$ cat config.mk
export PLATFORM = sky130hd
export DESIGN_NAME = mem_wb_stage
export DESIGN_NICKNAME = d
export VERILOG_FILES = /design/src/rtl/mem_wb_stage_pkg.sv /design/src/rtl/mem_wb_stage_load_extract.sv /design/src/rtl/mem_wb_stage.sv
export SDC_FILE = /design/constraint.sdc
export NUM_CORES = 1
export LEC_CHECK = 0
export ABC_CLOCK_PERIOD_IN_PS = 15500
export CAP_MARGIN = 20
export CORE_AREA = 2 2 107 212
export DETAILED_ROUTE_END_ITERATION = 12
export DIE_AREA = 0 0 109 214
export PLACE_DENSITY_LB_ADDON = 0.2
export SLEW_MARGIN = 20
export SYNTH_ARGS = -nofsm -noshare
export SYNTH_HDL_FRONTEND = slang
export SYNTH_SLANG_ARGS = --single-unit
$ cat constraint.sdc
create_clock -name clk -period 15.5 [get_ports clk]
set_input_delay 3.1 -clock clk [delete_from_list [all_inputs] [get_ports clk]]
set_output_delay 3.1 -clock clk [all_outputs]
set_load 0.005 [all_outputs]
$ cat src/rtl/mem_wb_stage_pkg.sv
// mem_wb_stage_pkg: shared constants for the memory/write-back stage.
//   OPC_*  : RV32I major opcodes decoded by the stage
//   FNC_*  : load and CSR funct3 encodings
//   CSR_*  : tohost and counter CSR addresses
//   NOP_INST : addi x0, x0, 0, loaded on reset and bubble
//   mem_wb_state_e : stage FSM states
package mem_wb_stage_pkg;

  localparam logic [6:0] OPC_LUI    = 7'b0110111;
  localparam logic [6:0] OPC_AUIPC  = 7'b0010111;
  localparam logic [6:0] OPC_JAL    = 7'b1101111;
  localparam logic [6:0] OPC_JALR   = 7'b1100111;
  localparam logic [6:0] OPC_BRANCH = 7'b1100011;
  localparam logic [6:0] OPC_LOAD   = 7'b0000011;
  localparam logic [6:0] OPC_STORE  = 7'b0100011;
  localparam logic [6:0] OPC_OP_IMM = 7'b0010011;
  localparam logic [6:0] OPC_OP     = 7'b0110011;
  localparam logic [6:0] OPC_SYSTEM = 7'b1110011;

  localparam logic [2:0] FNC_LB     = 3'b000;
  localparam logic [2:0] FNC_LH     = 3'b001;
  localparam logic [2:0] FNC_LW     = 3'b010;
  localparam logic [2:0] FNC_LBU    = 3'b100;
  localparam logic [2:0] FNC_LHU    = 3'b101;
  localparam logic [2:0] FNC_CSRRW  = 3'b001;
  localparam logic [2:0] FNC_CSRRS  = 3'b010;
  localparam logic [2:0] FNC_CSRRC  = 3'b011;
  localparam logic [2:0] FNC_CSRRWI = 3'b101;

  localparam logic [11:0] CSR_TOHOST   = 12'h51E;
  localparam logic [11:0] CSR_CYCLE    = 12'hC00;
  localparam logic [11:0] CSR_CYCLEH   = 12'hC80;
  localparam logic [11:0] CSR_INSTRET  = 12'hC02;
  localparam logic [11:0] CSR_INSTRETH = 12'hC82;

  localparam logic [31:0] NOP_INST = 32'h0000_0013;

  typedef enum logic {
    ST_ACCEPT,
    ST_WAIT_MEM
  } mem_wb_state_e;

endpackage

$ cat src/rtl/mem_wb_stage_load_extract.sv
// load_extract: combinational load-data alignment and sign extension.
//   funct3 : load funct3 (LB/LH/LW/LBU/LHU)
//   off    : byte offset, address[1:0]
//   rdata  : raw word from data memory
//   aligned: value to write back
module load_extract
  import mem_wb_stage_pkg::*;
#(
  parameter int unsigned XLEN = 32
) (
  input  logic [2:0]      funct3,
  input  logic [1:0]      off,
  input  logic [XLEN-1:0] rdata,
  output logic [XLEN-1:0] aligned
);

  logic [7:0]  w_byte;
  logic [15:0] w_half;

  always_comb begin
    w_byte  = rdata[{off, 3'b000} +: 8];
    // Halfword selection ignores off[0]; misaligned halves read the aligned half.
    w_half  = off[1] ? rdata[31:16] : rdata[15:0];
    aligned = rdata;
    case (funct3)
      FNC_LB:  aligned = {{(XLEN-8){w_byte[7]}}, w_byte};
      FNC_LBU: aligned = XLEN'(w_byte);
      FNC_LH:  aligned = {{(XLEN-16){w_half[15]}}, w_half};
      FNC_LHU: aligned = XLEN'(w_half);
      FNC_LW:  aligned = rdata;
      default: aligned = rdata;
    endcase
  end

endmodule

$ cat src/rtl/mem_wb_stage.sv
// mem_wb_stage: memory-response / write-back stage of the 3-stage RV32I core.
// Registers the execute result, stalls loads until dmem_resp_valid, aligns
// load data, drives the register-file write port, keeps a two-deep
// instruction/data history for forwarding and owns the tohost CSR.
// Optional build macro MEM_WB_COUNTERS_EN adds 64-bit cycle/instret counters.
// Ports:
//   clk, reset                : clock, async active-high reset
//   x_valid/x_inst/x_pc/x_alu/x_rs1_data : execute-stage offer
//   x_stall                   : freeze upstream stages
//   dmem_resp_valid/dmem_rdata: data-memory response
//   wb_we/wb_rd/wb_data       : register-file write port
//   mem_wb_inst, prev_prev_inst, prev_prev_data : forwarding history
//   csr_tohost                : tohost CSR (0x51E)
module mem_wb_stage #(
  parameter int unsigned XLEN     = 32,
  parameter logic [31:0] NOP_INST = mem_wb_stage_pkg::NOP_INST
) (
  input  logic            clk,
  input  logic            reset,
  input  logic            x_valid,
  input  logic [31:0]     x_inst,
  input  logic [XLEN-1:0] x_pc,
  input  logic [XLEN-1:0] x_alu,
  input  logic [XLEN-1:0] x_rs1_data,
  output logic            x_stall,
  input  logic            dmem_resp_valid,
  input  logic [XLEN-1:0] dmem_rdata,
  output logic            wb_we,
  output logic [4:0]      wb_rd,
  output logic [XLEN-1:0] wb_data,
  output logic [31:0]     mem_wb_inst,
  output logic [31:0]     prev_prev_inst,
  output logic [XLEN-1:0] prev_prev_data,
  output logic [XLEN-1:0] csr_tohost
);
  import mem_wb_stage_pkg::*;

  logic [31:0]     r_inst;
  logic [XLEN-1:0] r_pc, r_alu, r_rs1;
  logic            r_valid;
  logic [31:0]     r_pp_inst;
  logic [XLEN-1:0] r_pp_data, r_tohost;

  mem_wb_state_e   r_state, w_state_nxt;
  logic            w_stall;

  logic [6:0]      w_opc;
  logic [2:0]      w_f3;
  logic [11:0]     w_csr;
  logic            w_cnt_rd, w_tohost_wr, w_writes_rd;
  logic [XLEN-1:0] w_tohost_val, w_load_data, w_cnt_data, w_wb_data;

  // ST_WAIT_MEM is entered when a load is captured and held until its
  // response arrives, so a same-cycle response retires without stalling.
  always_ff @(posedge clk or posedge reset) begin
    if (reset) r_state <= ST_ACCEPT;
    else       r_state <= w_state_nxt;
  end

  always_comb begin
    w_stall     = 1'b0;
    w_state_nxt = r_state;
    case (r_state)
      ST_ACCEPT:   w_stall = 1'b0;
      ST_WAIT_MEM: w_stall = !dmem_resp_valid;
      default:     w_stall = 1'b0;
    endcase
    if (!w_stall)
      w_state_nxt = (x_valid && x_inst[6:0] == OPC_LOAD) ? ST_WAIT_MEM : ST_ACCEPT;
  end

  always_ff @(posedge clk or posedge reset) begin
    if (reset) begin
      r_inst  <= NOP_INST;
      r_pc    <= '0;
      r_alu   <= '0;
      r_rs1   <= '0;
      r_valid <= 1'b0;
    end else if (!w_stall) begin
      if (x_valid) begin
        r_inst  <= x_inst;
        r_pc    <= x_pc;
        r_alu   <= x_alu;
        r_rs1   <= x_rs1_data;
        r_valid <= 1'b1;
      end else begin
        r_inst  <= NOP_INST;
        r_pc    <= '0;
        r_alu   <= '0;
        r_rs1   <= '0;
        r_valid <= 1'b0;
      end
    end
  end

  load_extract #(.XLEN(XLEN)) u_load_extract (
    .funct3  (r_inst[14:12]),
    .off     (r_alu[1:0]),
    .rdata   (dmem_rdata),
    .aligned (w_load_data)
  );

`ifdef MEM_WB_COUNTERS_EN
  logic [63:0] r_cycle, r_instret;

  always_ff @(posedge clk or posedge reset) begin
    if (reset) begin
      r_cycle   <= '0;
      r_instret <= '0;
    end else begin
      r_cycle <= r_cycle + 64'd1;
      if (!w_stall && r_valid) r_instret <= r_instret + 64'd1;
    end
  end

  always_comb begin
    w_cnt_data = '0;
    case (w_csr)
      CSR_CYCLE:    w_cnt_data = XLEN'(r_cycle[31:0]);
      CSR_CYCLEH:   w_cnt_data = XLEN'(r_cycle[63:32]);
      CSR_INSTRET:  w_cnt_data = XLEN'(r_instret[31:0]);
      CSR_INSTRETH: w_cnt_data = XLEN'(r_instret[63:32]);
      default:      w_cnt_data = '0;
    endcase
  end
`else
  always_comb w_cnt_data = '0;
`endif

  always_comb begin
    w_opc        = r_inst[6:0];
    w_f3         = r_inst[14:12];
    w_csr        = r_inst[31:20];
    w_cnt_rd     = (w_opc == OPC_SYSTEM) && (w_f3 == FNC_CSRRS || w_f3 == FNC_CSRRC) &&
                   (r_inst[19:15] == 5'd0) &&
                   (w_csr == CSR_CYCLE || w_csr == CSR_CYCLEH ||
                    w_csr == CSR_INSTRET || w_csr == CSR_INSTRETH);
    w_tohost_wr  = (w_opc == OPC_SYSTEM) && (w_f3 == FNC_CSRRW || w_f3 == FNC_CSRRWI) &&
                   (w_csr == CSR_TOHOST);
    w_tohost_val = (w_f3 == FNC_CSRRWI) ? XLEN'(r_inst[19:15]) : r_rs1;
    // Non-writing instructions present zero so the history is deterministic.
    w_writes_rd  = 1'b0;
    w_wb_data    = '0;
    case (w_opc)
      OPC_LUI, OPC_AUIPC, OPC_OP, OPC_OP_IMM: begin
        w_writes_rd = 1'b1;
        w_wb_data   = r_alu;
      end
      OPC_JAL, OPC_JALR: begin
        w_writes_rd = 1'b1;
        w_wb_data   = r_pc + XLEN'(4);
      end
      OPC_LOAD: begin
        w_writes_rd = 1'b1;
        w_wb_data   = w_load_data;
      end
      OPC_SYSTEM: begin
        w_writes_rd = w_cnt_rd;
        w_wb_data   = w_cnt_rd ? w_cnt_data : '0;
      end
      default: begin
        w_writes_rd = 1'b0;
        w_wb_data   = '0;
      end
    endcase
  end

  always_ff @(posedge clk or posedge reset) begin
    if (reset) begin
      r_pp_inst <= NOP_INST;
      r_pp_data <= '0;
      r_tohost  <= '0;
    end else if (!w_stall) begin
      r_pp_inst <= r_inst;
      r_pp_data <= w_wb_data;
      if (r_valid && w_tohost_wr) r_tohost <= w_tohost_val;
    end
  end

  assign x_stall        = w_stall;
  assign wb_we          = r_valid && w_writes_rd && (r_inst[11:7] != 5'd0) && !w_stall;
  assign wb_rd          = r_inst[11:7];
  assign wb_data        = w_wb_data;
  assign mem_wb_inst    = r_inst;
  assign prev_prev_inst = r_pp_inst;
  assign prev_prev_data = r_pp_data;
  assign csr_tohost     = r_tohost;

endmodule

==> summary.md <==
| Metric | Value |
|---|---|
| Status | completed |
| CP endpoint kind | output pin |
| Fillcell total | 1774 |
| Pwr dens | just over 90 nW/µm² |
| FMAX | between 100 and 150 MHz |
| Vias in the first global route | between 10000 and 15000 |
| Initial core utilization | between 40% and 50% |
| Cell row count | 76 |
| TNS Setup | 0 ns |
| Max Root-Sink Buffers | 3 |
| GRT Resource Usage Total | 32.5% |
| Num CTS Buffers | 21 |
| Root Buffer | clkbuf_16 |
| Final period demand of the worst path | 8.63 ns |
| Clk_skew | between 0.015 and 0.02 ns |
| 1st-pass router iterations | 6 |
| I/O pins | roughly 330 |
| Synth Warn # | 0 |
| Placed Area | between 10000 and 15000 µm² |
| TritonCTS Sinks | about 230 |
| CTS resizes | 0 |
| Max Slew Vio Count | 0 |
| Critical R2R Capture | csr_tohost[10] |
| Hold-fix buffers, CTS | 0 |
| Slew margin rel. | between 30 and 40% |
| Reg-to-reg startpoint | mem_wb_inst[4] |
| R2R depth | 5 |
| Final hold violations | 0 |
| CP startpoint | dmem_rdata[23] |
| Worst Max-Slew Pin Slew | 1.04 ns |
| Largest net degree at the start of global routing | roughly 90 |
| RSZ-0062 raised after global routing | no |
| Crit-path max FO | 16 |
| DIE HEIGHT | approximately 210 µm |
| Final Instance Area | approximately 15000 µm² |
| WS Path Type | in2out |
| Post-synthesis cell area | roughly 11000 µm² |
| Crit start category | input pin |
| Setup violations, final | 0 |
| Critical-path top delay cell | clkdlybuf4s50_1 |
| Antenna violations before repair | 5 |
| Final worst-path cycle share | between 50 and 60% |
| Cell mode on critical path | clkdlybuf4s50_1 |
| Post-synth EDFFs | 0 |
| Max stage delay on crit path | 0.58 ns |
| First-pass GRT wire length | 57500 µm |
| Async S/R FF share, synth | 100% |
| Synthesized flop and latch total | about 230 |
| Crit path cell chain | clkdlybuf4s50_1, mux2_2, nand3b_1, a2111oi_2, buf_4, a221oi_1, o21ai_0, clkdlybuf4s50_1 |
| WL per Instance | between 20 and 25 µm |
| Worst Path Arrival | ~5.5 ns |
| Sequential Area | 5660 µm² |
| Area grow syn2layout | 38.5% |
| DPL Wire Length | approximately 28000 µm |
| P_leak | around 6.8 nW |
| CORE AREA | between 20000 and 25000 µm² |
| Final net count | 1668 |
| Clock-pin slew on the worst setup and hold paths | approximately 0.060 ns |
| Die area | between 20000 and 25000 µm² |
| Gr ovfl total | 0 |
| Seq/Total Area, Yosys | a little over half |
| Synth unique cells | 61 |
| Via-per-instance ratio | between 5 and 6 |
| Drt total wl | roughly 38000 µm |
| DRC violation count after routing | 0 |
| Worst IR drop on VDD | 0.0893 mV |
| Main synth FF type | dfrtp_1 |
| Die Width | 109 µm |
| GP Congestion | slightly below 1 |
| Share of cells above drive strength 1 | between 5 and 6% |
| Clock Latency Late Sink | 0.51 ns |
| Max-capacitance violation count | 0 |
| IO Port Bufs | 330 |
| CTS tree | done |
| Required time worst endpoint | roughly 12 ns |
| DR iter-0 viols | 716 |
| Syn nets | ~1400 |
| CP endpoint | wb_data[17] |
| Via count | a little over 10000 |
| Synth Instances | roughly 1200 |
| H-tree Lvls | 1 |
| Path category of the worst min-delay check | reg2reg |
| Postcts setup bufs | 0 |
| Area of the multi-input gates | 4610 µm² |
| Avg Cell Area, Syn | between 8 and 9 µm² |
| Routed Antenna Nets | 0 |
| Register-to-register path setup slack | ~12 ns |
-- state kept, by name, indices dropped and copies added, names as in the netlist --
name / cells
r_state: 1
r_pc: 32
mem_wb_inst: 32
r_valid: 1
r_alu: 32
prev_prev_data: 32
csr_tohost: 32
r_rs1: 32
prev_prev_inst: 32
-- cells by family (layout without fill, tap and decap cells) --
family                   after synthesis  count (layout)  share of synthesized area, %
AND/OR/NAND/NOR                      701             701                          28.6
other                                  0               4                             0
AO/OA/AOI/OAI                        154             154                          9.71
flip-flops                           226             226                          52.9
adder cells (fa/ha/maj)                1               1                         0.117
XOR/XNOR                              14              14                          1.15
multiplexers                          31              31                          3.44
buffers and inverters                110             391                          4.12
-- placed cells by master (no fill, tap or decap), types with 7 or more instances in the layout --
cell type        count
inv_1               10
o21ai_0             51
o221ai_1             9
dfrtp_1            220
nand2_1            436
mux2i_1             12
nor2b_1              8
xnor2_1              9
a31oi_1             19
nor2_1              47
o21ai_1             10
mux2_2              16
nand3_1            143
o211ai_1             7
buf_4               12
clkbuf_16           21
nor4_1              13
clkdlybuf4s50_1    329
a221oi_1            17
-- metal layers --
| layer | vias up | share of wire (%) | GRT usage, % |
|---|---|---|---|
| met5 | - | 0.021 | 0 |
| met3 | 109 | 6.8 | 5.75 |
| met2 | 475 | 53 | 58.9 |
| met4 | 2 | 7.1 | 19.7 |
| li1 | 4749 | - | - |
| met1 | 4976 | 33 | 33.4 |
-- synthesized netlist by cell type (4+ instances only) --
library cell,n,area share [%]
dfrtp_1,220,51
and3_1,6,0.35
a31oi_1,19,1.1
mux2_2,16,1.7
a2111oi_0,4,0.33
nand4_1,6,0.35
o221ai_1,9,0.74
mux2i_1,12,1.1
a21oi_1,5,0.23
o22ai_1,4,0.23
buf_4,5,0.35
nor2b_1,8,0.47
xor2_1,5,0.41
buf_2,7,0.33
o31a_1,5,0.41
or4_1,4,0.28
clkbuf_1,77,2.7
o21ai_1,10,0.47
nor2_1,48,1.7
o21ai_0,51,2.4
o211ai_1,7,0.49
xnor2_1,9,0.74
nor4_1,13,0.76
nand2_1,436,15
a22oi_1,6,0.42
a221o_1,4,0.37
nand2b_1,5,0.29
inv_1,11,0.39
nand3_1,143,6.7
buf_1,9,0.32
a221oi_1,17,1.4
nor3_1,6,0.28
or2_2,4,0.23
dfstp_2,6,1.5
-- where the power goes --
| group | switching, W | total (W) | internal, W |
|---|---|---|---|
| combinational | 0.0000762 | 0.000169 | 0.0000924 |
| clock | 0.000234 | 0.000565 | 0.000330 |
| sequential | 0.0000268 | 0.000643 | 0.000616 |
| total | 0.000337 | 0.00138 | 0.00104 |
-- area by class of cell --
type,instances,share of cell area (%)
timing repair buffer,341,22.8
clock inverter,13,1.30
sequential,226,38.2
inverter,12,0.371
tap,273,2.30
antenna,4,0.0675
multi-input combinational,901,31.1
clock buffer,25,3.78
-- critical path: cells and delay by family --
kind | cells | cell delay [ns]
buffers and inverters | 3 | 1.44
AOI/OAI and AO/OA | 3 | 0.62
muxes | 1 | 0.24
and+or+nand+nor | 1 | 0.12
-- metrics by stage --
step	utilization [%]	worst slack, ns	std cells	hold WS, ns	power [W]
after floorplan	-	6.22	1237	0.438	0.000710
after global placement	65.1	6.94	1753	0.441	0.000819
after detailed placement	65.1	6.93	1753	0.445	0.000822
after CTS	68.6	6.91	1791	0.454	0.00138
after global routing	68.7	6.78	1795	0.469	0.00142
final	68.7	6.87	1795	0.454	0.00138
-- how the worst min path moves through the flow --
stage	start	end	slack (ns)	cells after the start
6_report	prev_prev_inst[1]	prev_prev_inst[1]	0.45	2
5_1_grt	prev_prev_inst[1]	prev_prev_inst[1]	0.47	2
4_1_cts	prev_prev_inst[1]	prev_prev_inst[1]	0.45	2
3_5_place_dp	prev_prev_inst[1]	prev_prev_inst[1]	0.44	2
3_3_place_gp	prev_prev_inst[4]	prev_prev_inst[4]	0.44	2
2_1_floorplan	r_rs1[0]	r_rs1[0]	0.44	2
Note: power is estimated with default switching activity, not from simulation.
